## src/rtl/alu_issue_stage.sv

```systemverilog
// alu_issue_stage: decodes MIPS ALU instructions and queues operands for the execute stage
module alu_issue_stage #(
    parameter int DEPTH = 2,
    parameter int CNT_W = 16
) (
    input  logic             clk,
    input  logic             rst,
    input  logic             in_valid,
    output logic             in_ready,
    input  logic [31:0]      instr,
    input  logic [31:0]      rs_data,
    input  logic [31:0]      rt_data,
    output logic             out_valid,
    input  logic             out_ready,
    output logic [31:0]      alu_a,
    output logic [31:0]      alu_b,
    output logic [3:0]       alu_op,
    output logic [4:0]       dest_reg,
    output logic             dest_we,
    output logic             illegal,
    output logic [CNT_W-1:0] illegal_cnt
);
    localparam logic [3:0] ALU_ADDU = 4'd0;
    localparam logic [3:0] ALU_SUBU = 4'd1;
    localparam logic [3:0] ALU_SLT  = 4'd2;
    localparam logic [3:0] ALU_SLTU = 4'd3;
    localparam logic [3:0] ALU_AND  = 4'd4;
    localparam logic [3:0] ALU_OR   = 4'd5;
    localparam logic [3:0] ALU_XOR  = 4'd6;
    localparam logic [3:0] ALU_LUI  = 4'd7;
    localparam logic [3:0] ALU_SLL  = 4'd8;
    localparam logic [3:0] ALU_SRL  = 4'd9;
    localparam logic [3:0] ALU_SRA  = 4'd10;
    localparam logic [3:0] ALU_NOR  = 4'd11;
    localparam logic [3:0] ALU_XXX  = 4'd15;
    localparam int PW = $clog2(DEPTH);

    typedef struct packed {
        logic [31:0] a;
        logic [31:0] b;
        logic [3:0]  op;
        logic [4:0]  dst;
        logic        we;
        logic        ill;
    } entry_t;

    entry_t           dec;
    entry_t           head;
    entry_t           mem_q [DEPTH];
    entry_t           mem_d [DEPTH];
    logic [PW-1:0]    wp_q, wp_d, rp_q, rp_d;
    logic [PW:0]      cnt_q, cnt_d;
    logic             in_ready_q, in_ready_d;
    logic [CNT_W-1:0] ic_q, ic_d;
    logic             acc, pop;

    logic [5:0]  opc, fn;
    logic [4:0]  rd, rt, sh;
    logic [31:0] imm_s, imm_z;

    assign opc   = instr[31:26];
    assign fn    = instr[5:0];
    assign rt    = instr[20:16];
    assign rd    = instr[15:11];
    assign sh    = instr[10:6];
    assign imm_s = {{16{instr[15]}}, instr[15:0]};
    assign imm_z = {16'b0, instr[15:0]};

    // Decode the incoming instruction into operand placement, ALU op and destination
    always_comb begin
        dec     = '0;
        dec.op  = ALU_XXX;
        dec.ill = 1'b1;
        if (opc == 6'h00) begin
            dec.dst = rd;
            dec.ill = 1'b0;
            case (fn)
                6'h21: begin dec.op = ALU_ADDU; dec.a = rs_data; dec.b = rt_data; end
                6'h23: begin dec.op = ALU_SUBU; dec.a = rs_data; dec.b = rt_data; end
                6'h24: begin dec.op = ALU_AND;  dec.a = rs_data; dec.b = rt_data; end
                6'h25: begin dec.op = ALU_OR;   dec.a = rs_data; dec.b = rt_data; end
                6'h26: begin dec.op = ALU_XOR;  dec.a = rs_data; dec.b = rt_data; end
                6'h27: begin dec.op = ALU_NOR;  dec.a = rs_data; dec.b = rt_data; end
                6'h2A: begin dec.op = ALU_SLT;  dec.a = rs_data; dec.b = rt_data; end
                6'h2B: begin dec.op = ALU_SLTU; dec.a = rs_data; dec.b = rt_data; end
                6'h00: begin dec.op = ALU_SLL;  dec.a = rt_data; dec.b = {27'b0, sh}; end
                6'h02: begin dec.op = ALU_SRL;  dec.a = rt_data; dec.b = {27'b0, sh}; end
                6'h03: begin dec.op = ALU_SRA;  dec.a = {27'b0, sh}; dec.b = rt_data; end
                6'h04: begin dec.op = ALU_SLL;  dec.a = rt_data; dec.b = {27'b0, rs_data[4:0]}; end
                6'h06: begin dec.op = ALU_SRL;  dec.a = rt_data; dec.b = {27'b0, rs_data[4:0]}; end
                6'h07: begin dec.op = ALU_SRA;  dec.a = {27'b0, rs_data[4:0]}; dec.b = rt_data; end
                default: dec.ill = 1'b1;
            endcase
        end else begin
            dec.dst = rt;
            dec.ill = 1'b0;
            case (opc)
                6'h09: begin dec.op = ALU_ADDU; dec.a = rs_data; dec.b = imm_s; end
                6'h0A: begin dec.op = ALU_SLT;  dec.a = rs_data; dec.b = imm_s; end
                6'h0B: begin dec.op = ALU_SLTU; dec.a = rs_data; dec.b = imm_s; end
                6'h0C: begin dec.op = ALU_AND;  dec.a = rs_data; dec.b = imm_z; end
                6'h0D: begin dec.op = ALU_OR;   dec.a = rs_data; dec.b = imm_z; end
                6'h0E: begin dec.op = ALU_XOR;  dec.a = rs_data; dec.b = imm_z; end
                6'h0F: begin dec.op = ALU_LUI;  dec.a = imm_z;   dec.b = 32'b0; end
                default: dec.ill = 1'b1;
            endcase
        end
        if (dec.ill) begin
            dec.op  = ALU_XXX;
            dec.a   = '0;
            dec.b   = '0;
            dec.dst = '0;
        end
        dec.we = ~dec.ill & (dec.dst != 5'd0);
    end

    assign out_valid = cnt_q != '0;
    assign in_ready  = in_ready_q;
    assign acc       = in_valid & in_ready_q;
    assign pop       = out_valid & out_ready;
    assign head      = mem_q[rp_q];

    // Queue pointers, occupancy, storage write and saturating illegal counter
    always_comb begin
        mem_d = mem_q;
        if (acc) mem_d[wp_q] = dec;
        wp_d       = wp_q + PW'(acc);
        rp_d       = rp_q + PW'(pop);
        cnt_d      = cnt_q + (PW+1)'(acc) - (PW+1)'(pop);
        in_ready_d = cnt_d < (PW+1)'(DEPTH);
        ic_d       = (acc & dec.ill & ~&ic_q) ? ic_q + 1'b1 : ic_q;
    end

    // State registers; reset empties the queue and holds off input until released
    always_ff @(posedge clk) begin
        mem_q <= mem_d;
        if (rst) begin
            wp_q       <= '0;
            rp_q       <= '0;
            cnt_q      <= '0;
            in_ready_q <= 1'b0;
            ic_q       <= '0;
        end else begin
            wp_q       <= wp_d;
            rp_q       <= rp_d;
            cnt_q      <= cnt_d;
            in_ready_q <= in_ready_d;
            ic_q       <= ic_d;
        end
    end

    // Head fields are masked when empty so no stale entry is ever visible
    always_comb begin
        alu_a       = out_valid ? head.a : '0;
        alu_b       = out_valid ? head.b : '0;
        alu_op      = out_valid ? head.op : ALU_XXX;
        dest_reg    = out_valid ? head.dst : '0;
        dest_we     = out_valid & head.we;
        illegal     = out_valid & head.ill;
        illegal_cnt = ic_q;
    end
endmodule

```

## config.mk

```make
export PLATFORM = sky130hd
export DESIGN_NAME = alu_issue_stage
export DESIGN_NICKNAME = d
export VERILOG_FILES = /design/src/rtl/alu_issue_stage.sv
export SDC_FILE = /design/constraint.sdc
export NUM_CORES = 1
export LEC_CHECK = 0
export ABC_AREA = 0
export CORE_ASPECT_RATIO = 0.8
export CORE_MARGIN = 4
export CORE_UTILIZATION = 50
export DETAILED_ROUTE_END_ITERATION = 7
export PLACE_DENSITY = 0.82
export REMOVE_ABC_BUFFERS = 1
export SYNTH_ARGS = -nofsm -noshare
export SYNTH_HDL_FRONTEND = slang
export SYNTH_SLANG_ARGS = --single-unit
```

## constraint.sdc

```tcl
create_clock -name clk -period 5.31 [get_ports clk]
set_input_delay 0.7965 -clock clk [delete_from_list [all_inputs] [get_ports clk]]
set_output_delay 0.7965 -clock clk [all_outputs]
set_load 0.01 [all_outputs]
```

==> results.json <==
{
  "status": "finished clean",
  "hp-class": "reg2reg",
  "grt.total_usage_pct": 23.34,
  "startpoint_type": "register",
  "finalHoldViolCount": 0,
  "worst_slack_ps": 1715,
  "dp_hpwl_mm": 14.46,
  "cts_buffers": 17,
  "drc_errors": 0,
  "postCtsHoldBufs": 0,
  "post_cts_buffers": 0,
  "setup_viol": 0,
  "yosysTopAreaCellShare_pct": 54.94,
  "clkTransAtPathRegs_ps": 70,
  "cp_data_arrival_time_ps": 2800,
  "vias": 6522,
  "fill_cells": 1112,
  "path_class": "reg2out",
  "synth_edf_count": 150,
  "synth_seq_area_share_pct": 60.06,
  "cts_resized": 0,
  "intPower_uw": 3100,
  "clk_path_buf_depth": 2,
  "start_util_pct": 51.56,
  "netlist-cell-type-count": 55,
  "cts.sinks": 171,
  "die_w_um": 151.2,
  "post-place-ws_ps": 1566,
  "synthArstFlopShare_pct": 0,
  "instances_no_fill": 1072,
  "grt_pass1_vias": 6246,
  "rsz0062_at_grt": "no",
  "wirelength_mm": 22.01,
  "fmax_ghz": 0.2781,
  "cp_cell_sequence": "buf_4 > mux2i_1 > nor2_1 > clkdlybuf4s50_1",
  "crit_slowest_cell": "dfxtp_4",
  "grt_pass1_wl_mm": 33.04,
  "skew_ps": 7.549,
  "netlist_instances": 682,
  "combPwrFrac_pct": 33.1,
  "htreeDepth": 4,
  "synth-main-ff-cell": "edfxtp_1",
  "seqPwrFrac_pct": 38.6,
  "drv_cap": 0,
  "pin_count": 193,
  "synth_top_area_cell": "edfxtp_1",
  "relSlewSlack_pct": 26.25,
  "synth_warnings": 0,
  "peakVddDrop_v": 0.0002820,
  "port_buffers": 187,
  "gr-total-overflow": 0,
  "leakage_uw": 0.003647,
  "fp-row-count": 41,
  "insertion_delay_ps": 430,
  "cts_tree": "yes",
  "layout.nets": 950,
  "antenna_found_initial": 0,
  "synth_area_per_cell_sq_um": 12.02,
  "power_switching_uw": 1373,
  "power_density_nw_per_um2": 412.1,
  "area_growth_syn_to_layout_pct": 32.37,
  "yosys-top-cells-area": "edfxtp_1 (55%), mux2i_1 (9.2%), dfxtp_1 (5.1%)",
  "dpl.cell_count": 1041,
  "worst_pin_slew_ps": 1106,
  "cpPeakStageDelay_ps": 1010,
  "core-area_sq_um": 15900,
  "die-area_sq_um": 18520,
  "swShare_pct": 30.69,
  "critPathCaptureType": "output pin",
  "wl_per_cell_um": 20.53,
  "antenna_left": 0,
  "synth.cell_area_sq_um": 8199,
  "dieHeight_um": 122.5,
  "post-route-period-util_pct": 67.71,
  "viasPerCell": 6.084,
  "totalPowerFinal_uw": 4473,
  "final_cell_mix": "clkdlybuf4s50_1 (187), edfxtp_1 (150), nor2_1 (107)",
  "grt_max_degree": 76,
  "drt-pass1-iter-count": 5,
  "drtIter0Drc": 603,
  "cts_root_buffer": "clkbuf_16",
  "diodes": 0,
  "period_minus_slack_ps": 3595,
  "cp_max_fo": 56,
  "synth_seq_cells": 171,
  "drive_gt1_share_pct": 7.001,
  "drv_slew": 0,
  "cp.required_ps": 4510,
  "whs_ps": 511.7,
  "gp_congestion": 0.8310,
  "setup_tns_ps": 0,
  "p_clk_share_pct": 28.3,
  "final_common_cell": "clkdlybuf4s50_1"
}
area by class of cell:
type                            instances  area (sq um)  area share (%)
Inverter                               10         37.54          0.3459
Tap cell                              215         269.0           2.479
Clock buffer                           17         425.4           3.920
Sequential cell                       171          4928           45.41
Timing Repair Buffer                  197          1947           17.94
Multi-Input combinational cell        448          3074           28.33
Clock inverter                         14         171.4           1.579
through the flow:
stage | instance area, sq um | utilization, %
6_report | 10850 | 68.25
5_1_grt | 10850 | 68.25
4_1_cts | 10850 | 68.25
3_5_place_dp | 10260 | 64.49
3_3_place_gp | 10260 | 64.49
2_1_floorplan | 7976 | -
synthesized netlist by cell type (3+ instances only):
cell	instances
nand3_1	6
a21oi_1	42
nand2b_1	4
a21o_1	4
a221o_1	3
and4_1	3
clkbuf_1	36
mux2_1	4
inv_1	10
a22o_1	40
nor3b_1	3
a22oi_1	3
nor2_1	108
nand2_1	23
or3_1	3
edfxtp_1	150
mux2i_1	75
or4_1	10
a221oi_1	23
o21ai_0	6
nor4_1	5
dfxtp_1	21
and3_1	3
nor2b_1	8
buf_1	8
ha_1	5
nor3_1	12
buf_2	7
o31ai_1	8
mux2_2	5
and2_1	7
o21ai_1	5
nand4_1	5
state kept, by name, indices dropped and copies added, names as in the netlist:
signal and count:
cnt_q 2, illegal_cnt 16, in_ready 1, mem_q 150, rp_q 1, wp_q 1
power groups by stage:
stage / registers, uW / logic, uW / clock network (uW)
after global placement: 1750 / 1460 / 0
after floorplan: 1750 / 710 / 0
after global routing: 1740 / 1580 / 1340
after detailed placement: 1760 / 1480 / 0
final: 1730 / 1480 / 1260
after CTS: 1730 / 1490 / 1270
cell families (layout without fill, tap and decap cells):
logic type,count (synthesis),after routing,synth area share (%)
xor+xnor,3,3,0.3205
buf+inv,63,238,3.174
compound gates,147,147,13.00
simple gates,209,209,12.28
mux,84,84,10.39
flops,171,171,60.06
fa+ha+maj,5,5,0.7630
worst max-delay path, delay by kind of cell, from the launching register on:
family,cells,cell delay (ps)
muxes,1,260
buffers and inverters,2,1020
and+or+nand+nor,1,60
DFF,1,1010
worst paths after layout:
check        slack (ps)         endpoint  cells past startpoint            start
max reg2reg        2660         in_ready                      9         cnt_q[1]
max                1710         alu_a[8]                      4             rp_q
min                 510  illegal_cnt[14]                      2  illegal_cnt[14]
min reg2reg         510  illegal_cnt[14]                      2  illegal_cnt[14]
per-layer routing:
metal  vias up  global-route usage, %  part of all wire (%)
li1       2940                      -                     -
met1      3192                  31.25                    41
met2       350                  38.05                    49
met3        40                  5.131                   9.1
met4         0                  7.814                   1.6
met5         -                      0                     0
No activity file was read; power rests on OpenSTA's default activity.
